===== config.mk =====
export PLATFORM = sky130hd
export DESIGN_NAME = alarm_ringer_ctrl
export DESIGN_NICKNAME = d
export VERILOG_FILES = /design/src/rtl/alarm_pkg.sv /design/src/rtl/alarm_tick_counter.sv /design/src/rtl/alarm_ringer_ctrl.sv
export SDC_FILE = /design/constraint.sdc
export NUM_CORES = 1
export LEC_CHECK = 0
export ABC_CLOCK_PERIOD_IN_PS = 3170
export BUFFER_PORTS_ARGS = -buffer_cell sky130_fd_sc_hd__buf_2
export CAP_MARGIN = 30
export CELL_PAD_IN_SITES_DETAIL_PLACEMENT = 0
export CELL_PAD_IN_SITES_GLOBAL_PLACEMENT = 1
export CORE_ASPECT_RATIO = 2
export CORE_MARGIN = 5
export CORE_UTILIZATION = 35
export CTS_BUF_LIST = sky130_fd_sc_hd__clkbuf_8
export DETAILED_ROUTE_END_ITERATION = 6
export GPL_ROUTABILITY_DRIVEN = 0
export HOLD_SLACK_MARGIN = 0.05
export PLACE_DENSITY_LB_ADDON = 0.15
export SLEW_MARGIN = 20
export SYNTH_ARGS = -nofsm -noshare
export SYNTH_HDL_FRONTEND = slang
export SYNTH_SLANG_ARGS = --single-unit

===== constraint.sdc =====
create_clock -name clk -period 3.17 [get_ports clk]
set_input_delay 0.634 -clock clk [delete_from_list [all_inputs] [get_ports clk]]
set_output_delay 0.634 -clock clk [all_outputs]
set_load 0.02 [all_outputs]

===== src/rtl/alarm_pkg.sv =====
// alarm_pkg: shared types and constants for the alarm ringer block.
//   state_t      : ringer controller states
//   BCD_TIME_W   : width of a BCD HH:MM time word
//   *_LSB        : bit offsets of the four BCD digits within a time word
package alarm_pkg;
  typedef enum logic [1:0] {IDLE, RINGING, SNOOZE} state_t;
  localparam int BCD_TIME_W = 16;
  localparam int H_TENS_LSB = 12;
  localparam int H_UNITS_LSB = 8;
  localparam int M_TENS_LSB = 4;
  localparam int M_UNITS_LSB = 0;
endpackage


===== src/rtl/alarm_tick_counter.sv =====
// alarm_tick_counter: counts tick pulses and flags the LIMIT-th one.
//   clk, reset_n : clock, asynchronous active-low reset
//   clr          : synchronous clear, overrides tick
//   tick         : count enable pulse
//   expire       : combinational, high on the tick that completes LIMIT ticks
module alarm_tick_counter
  import alarm_pkg::*;
#(
  parameter int LIMIT = 60,
  localparam int W = (LIMIT > 1) ? $clog2(LIMIT) : 1
) (
  input  logic clk,
  input  logic reset_n,
  input  logic clr,
  input  logic tick,
  output logic expire
);
  logic [W-1:0] cnt;
  assign expire = tick & (cnt == W'(LIMIT - 1));
  // Expiry returns the count to zero so it never wraps.
  always_ff @(posedge clk or negedge reset_n)
    if (!reset_n) cnt <= '0;
    else cnt <= (clr | expire) ? '0 : cnt + W'(tick);
endmodule


===== src/rtl/alarm_ringer_ctrl.sv =====
// alarm_ringer_ctrl: raises RINGER1 when the clock time reaches the alarm time, with snooze, stop and auto-off.
//   clk, reset_n : clock, asynchronous active-low reset
//   tick_1hz     : one-clk pulse per second
//   cur_time     : current BCD HH:MM
//   alarm_time   : programmed BCD HH:MM
//   alarm_en     : alarm armed level
//   snooze_btn   : one-clk snooze pulse
//   stop_btn     : one-clk stop pulse
//   RINGER1      : registered ring request
//   snoozing     : registered, high while snoozing
//   snooze_left  : registered count of snoozes still allowed
module alarm_ringer_ctrl
  import alarm_pkg::*;
#(
  parameter int RING_SECS = 60,
  parameter int SNOOZE_SECS = 300,
  parameter int MAX_SNOOZE = 3,
  localparam int SLW = (MAX_SNOOZE > 0) ? $clog2(MAX_SNOOZE + 1) : 1
) (
  input  logic                  clk,
  input  logic                  reset_n,
  input  logic                  tick_1hz,
  input  logic [BCD_TIME_W-1:0] cur_time,
  input  logic [BCD_TIME_W-1:0] alarm_time,
  input  logic                  alarm_en,
  input  logic                  snooze_btn,
  input  logic                  stop_btn,
  output logic                  RINGER1,
  output logic                  snoozing,
  output logic [SLW-1:0]        snooze_left
);
  state_t state, nxt;
  logic match, match_d, trigger, go_snz, ring_exp, snz_exp;
  assign match = cur_time == alarm_time;
  // match_d resets high so a match already present at reset release is not an edge.
  assign trigger = match & ~match_d & alarm_en;
  assign go_snz = snooze_btn & (snooze_left != '0);
  // Each counter is held clear outside its own state, so every entry starts from zero.
  alarm_tick_counter #(.LIMIT(RING_SECS)) u_ring_cnt (
    .clk(clk),
    .reset_n(reset_n),
    .clr(state != RINGING),
    .tick(tick_1hz & (state == RINGING)),
    .expire(ring_exp)
  );
  alarm_tick_counter #(.LIMIT(SNOOZE_SECS)) u_snz_cnt (
    .clk(clk),
    .reset_n(reset_n),
    .clr(state != SNOOZE),
    .tick(tick_1hz & (state == SNOOZE)),
    .expire(snz_exp)
  );
  // Priority: disarm, stop, snooze, then tick expiry.
  always_comb
    nxt = (!alarm_en || stop_btn)           ? IDLE    :
          (state == IDLE && trigger)        ? RINGING :
          (state == RINGING && go_snz)      ? SNOOZE  :
          (state == RINGING && ring_exp)    ? IDLE    :
          (state == SNOOZE && snz_exp)      ? RINGING : state;
  always_ff @(posedge clk or negedge reset_n)
    if (!reset_n) begin
      state <= IDLE;
      match_d <= 1'b1;
      RINGER1 <= 1'b0;
      snoozing <= 1'b0;
      snooze_left <= SLW'(MAX_SNOOZE);
    end else begin
      state <= nxt;
      match_d <= match;
      RINGER1 <= nxt == RINGING;
      snoozing <= nxt == SNOOZE;
      if (state == IDLE && nxt == RINGING) snooze_left <= SLW'(MAX_SNOOZE);
      else if (state == RINGING && nxt == SNOOZE) snooze_left <= snooze_left - SLW'(1);
    end
endmodule


After elaboration in Yosys (flattened, before gate mapping). Index checks and enable logic that the tools add are counted.

Register bits after elaboration: 22. Bits of input ports: 38. Output and inout bits: 4. Logic and storage cells: 49.

Add/subtract/negate cells: 3. Eq/ne operators: 9. Multiplexer cells: 9. Bitwise gates (word level): 10. Reduce and logical (&&, ||, !) cells: 11.

Operators with widths (number): $eq 16x16->1 (1); $mux 2 (7); $add 9x1->9 (1); $eq 9x9->1 const B (1); $mux 9 (1); $and 1x1->1 (7); $add 6x1->6 (1); $eq 6x6->1 const B (1); $logic_and 1x1->1 (6); $mux 6 (1); $eq 2x1->1 const B (2); $eq 2x2->1 const B (2); $reduce_bool 2->1 (2); $logic_not 2->1 (1); $ne 2x1->1 const B (1); $ne 2x2->1 const B (1); $or 1x1->1 (2); $sub 2x1->2 const B (1); $logic_not 1->1 (1); $logic_or 1x1->1 (1); $not 1->1 (1).

Logic depth before layout (Yosys ltp).
Depth after elaboration: 13. Gate-level depth with buffers: 8. Depth with buffers taken out: 8.

Cells and area by module. From an unflattened synthesis, not the netlist that was laid out.

Cell total of the unflattened synthesis: 129. Area, all modules: 1310.0 sq um.

Modules (own cells, without submodules): alarm_ringer_ctrl (instances 1, cells each 55, area each 535.5 sq um, sequential area each 178.9 sq um); alarm_tick_counter at u_snz_cnt (instances 1, cells each 46, area each 480.5 sq um, sequential area each 225.2 sq um); alarm_tick_counter at u_ring_cnt (instances 1, cells each 28, area each 294.0 sq um, sequential area each 150.1 sq um).

Least setup slack after synthesis. No wires, ideal clock.

Path kind: in2reg. From: input tick_1hz. To: register u_snz_cnt.cnt[8]. Setup time: 129 ps. Arrival time: 1758 ps. Data required time: 3041 ps. Slack: 1283 ps. Cell stages on the path: 8. Buffers on the path: 0. Cell sequence: and3b_1 -> ha_1 -> ha_1 -> nand3_1 -> nor2_1 -> and3_1 -> xnor2_1 -> nor2_1.

Cells in the longest elaborated chain, start to end: 4. Elaborated cells on any way between the ends: 5. Those cells by class: add/sub: 1; mux: 1; bitwise: 3.

RTL lines: start: declaration (RTL line alarm_ringer_ctrl.sv:22) `input logic tick_1hz,`; $and 1x1->1 * (RTL line alarm_ringer_ctrl.sv:50) `.tick(tick_1hz & (state == SNOOZE)),`; branches (longest 2 deep; another with $add 9x1->9); $mux 9 * (RTL line alarm_tick_counter.sv:23) `else cnt <= (clr | expire) ? '0 : cnt + W'(tick);`; end signal: assignment (RTL line alarm_tick_counter.sv:23); end: declaration (RTL line alarm_tick_counter.sv:18) `logic [W-1:0] cnt;`.

Every way passes the cells marked *. A chain may end at the register's enable or synchronous reset.

Final worst setup path.
From: register state[0]. To: register u_snz_cnt.cnt[8].

Cells in the longest elaborated chain, start to end: 5. Elaborated cells on any way between the ends: 7. Those cells by class: add/sub: 1; eq/ne: 2; mux: 1; bitwise: 3.

RTL lines: start: declaration (RTL line alarm_ringer_ctrl.sv:32) `state_t state, nxt;`; start signal: assignment (RTL line alarm_ringer_ctrl.sv:68) `state <= nxt;`; branches (longest 4 deep; another with $add 9x1->9); $mux 9 * (RTL line alarm_tick_counter.sv:23).

Marked as above.

==> flow_summary.json <==
{
  "status": "completed",
  "synthCells": 125,
  "fp.dieW_um": 52.1,
  "grt_usage": 0.124,
  "antenna_left": 0,
  "drc": 0,
  "syn-cell-area_um2": 1240,
  "synth-seq-cells": 22,
  "ctsResizeCount": 0,
  "initial_utilization": 0.363,
  "use_met3": 0.0238,
  "postCtsHoldBufs": 0,
  "portBuffers": 41,
  "post-cts-setup-buffers": 0,
  "p_sw_frac": 0.206,
  "grt_overflow": 0,
  "cts_tree": "built",
  "cts_buffer_depth": 2,
  "h-tree-depth": 1,
  "power_leakage_nw": 0.698,
  "min_period_ns": 1.87,
  "antenna_found_initial": 0,
  "drive_gt1_frac": 0.308,
  "grt_max_degree": 23,
  "drt_pass1_iterations": 4,
  "ys_types": 27,
  "intPower_uw": 423,
  "endpoint_kind": "flop",
  "path_class": "flop to flop",
  "rrSetupSlack_ns": 1.30,
  "worstPathArrival_ns": 2.01,
  "slew_headroom": 0.664,
  "slew_violations": 0,
  "clkSlewWorstSetupHoldPaths_ns": 0.08,
  "rr_endpoint": "u_snz_cnt.cnt[8]$_DFF_PN0_",
  "place_area_um2": 1500,
  "place_hpwl_um": 2320,
  "setup_viol": 0,
  "fin_crit_sh": 0.589,
  "syn-num-nets": 168,
  "skew_ns": 0.00575,
  "diodes": 0,
  "boundaryPins": 42,
  "cp_cell_sequence": "and3b_1 > ha_1 > ha_1 > nand3_1 > nor2_1 > and3_1 > xnor2_1 > nor2_1",
  "ys_seq_area_frac": 0.447,
  "fp-row-count": 30,
  "fin_area_um2": 1560,
  "area_growth_pct": 25.4,
  "cp_max_fo": 4,
  "critPathLaunch": "state[0]$_DFF_PN0_",
  "initialDrtViolationCount": 15,
  "synth_area_per_cell_um2": 9.92,
  "r2r_start": "state[0]$_DFF_PN0_",
  "top_usage_layer": "met2",
  "post_drt_via_cell_ratio": 4.71,
  "max-cap-violations": 0,
  "cts_buffers": 3,
  "clk_latency_ns": 0.26,
  "cts_sinks": 22,
  "nets": 213,
  "routed-via-count": 1023,
  "cp.depth": 8,
  "die_h_um": 94.2,
  "crit_buf_inv": 0,
  "fp.coreArea_um2": 3420,
  "max_freq_mhz": 536,
  "grt_pass1_wl_um": 4620,
  "finalHoldViolCount": 0,
  "peakVddDrop_v": 0.000189,
  "fin_ws_ns": 1.30,
  "combPwrFrac": 0.104,
  "yosysWarnings": 0,
  "p_seq_frac": 0.527,
  "endpoint": "u_snz_cnt.cnt[8]$_DFF_PN0_",
  "hp-class": "primary input to async pin",
  "p_sw_uw": 110,
  "required_ns": 3.31,
  "worstMarginPinSlew_ns": 0.505,
  "setup-tns-final_ns": 0,
  "path_delay_family": "simple AND/OR/NAND/NOR gates",
  "wire_per_inst_um": 12.5,
  "grt_use_met2": 0.241,
  "fin_total_pwr_uw": 533,
  "place_ws_ns": 1.04,
  "slowest_delay_ns": 0.42,
  "grt_pass1_vias": 1147,
  "met1_usage": 0.118,
  "r2r_cells": 8,
  "routed_wl_um": 2720,
  "power.density_nw_per_um2": 343,
  "cts-root-buf": "clkbuf_8",
  "pwr-share-clk": 0.369,
  "cp_slowest_cell": "dfrtp_1",
  "start_kind": "flop",
  "rsz0062_at_grt": "false",
  "fp.dieArea_um2": 4910
}
==> sequential cells by signal (all words and copies together), names as in the netlist <==
register and flops:
u_ring_cnt.cnt 6, match_d 1, u_snz_cnt.cnt 9, snoozing 1, RINGER1 1, state 2, snooze_left 2
==> how the worst min path moves through the flow <==
stage	endpoint	slack (ns)	depth (start not counted)
4_1_cts	u_ring_cnt.cnt[0]$_DFF_PN0_	0.36	1
5_1_grt	u_ring_cnt.cnt[0]$_DFF_PN0_	0.39	1
2_1_floorplan	RINGER1$_DFF_PN0_	0.34	0
3_3_place_gp	u_ring_cnt.cnt[4]$_DFF_PN0_	0.52	2
6_report	u_ring_cnt.cnt[5]$_DFF_PN0_	0.34	1
3_5_place_dp	u_ring_cnt.cnt[5]$_DFF_PN0_	0.54	2
==> stage by stage <==
stage          utilization  hold slack, ns  instances
4_1_cts              0.455           0.356        217
6_report             0.455           0.337        217
5_1_grt              0.455           0.386        217
2_1_floorplan            -           0.338        125
3_5_place_dp         0.439           0.543        213
3_3_place_gp         0.439           0.523        213
==> layout make-up <==
cell class | count | area, µm²
Clock buffer | 4 | 55.1
Timing Repair Buffer | 41 | 205
Fill cell | 372 | 1860
Multi-Input combinational cell | 97 | 662
Inverter | 5 | 18.8
Tap cell | 48 | 60.1
Sequential cell | 22 | 554
==> layout by cell type, fill, tap and decap left out, types with 5 or more instances in the layout <==
cell,count
nand2_1,8
inv_1,5
xor2_1,5
xnor2_1,22
buf_2,41
nand3_1,7
nand4_1,5
nor2_1,20
dfrtp_1,19
ha_1,5
==> cells in the mapped netlist, drive strengths merged <==
master	instances	share of area
nor3	1	0.0040
and3	3	0.015
nor2b	3	0.015
inv	5	0.015
dfrtp	19	0.38
o21ai	2	0.0081
and4bb	1	0.010
ha	5	0.050
nor3b	1	0.0061
buf	1	0.0040
nand2b	1	0.0050
nand4	5	0.025
a221oi	1	0.012
nand3	7	0.028
nand2	8	0.024
and2	1	0.0050
and3b	2	0.014
nor4b	1	0.0071
nor4	1	0.010
xor2	5	0.035
nor2	20	0.061
and4	1	0.0071
dfstp	3	0.064
xnor2	22	0.16
a21oi	4	0.016
nand4b	2	0.019
==> metal layers <==
layer / wire (µm) / share of wire
met3: 184 / 0.068
met1: 937 / 0.34
met5: 0 / 0
met4: 47 / 0.017
met2: 1550 / 0.57
==> logic make-up (layout without fill, tap and decap cells) <==
family                   Yosys count  in the layout  share of synthesized area
buffers and inverters              6             50                     0.0192
AO/OA/AOI/OAI                      7              7                     0.0363
adder cells (fa/ha/maj)            5              5                     0.0505
AND/OR/NAND/NOR                   58             58                      0.256
flip-flops                        22             22                      0.447
XOR/XNOR                          27             27                      0.191
==> power groups by stage <==
stage	combinational [mW]	clock, mW	sequential, mW
after floorplan	0.0228	0	0.286
after detailed placement	0.0569	0	0.286
after global routing	0.0626	0.215	0.281
after CTS	0.0569	0.204	0.281
after global placement	0.0549	0	0.286
final	0.0554	0.197	0.281
(Power assumes the default switching activity.)
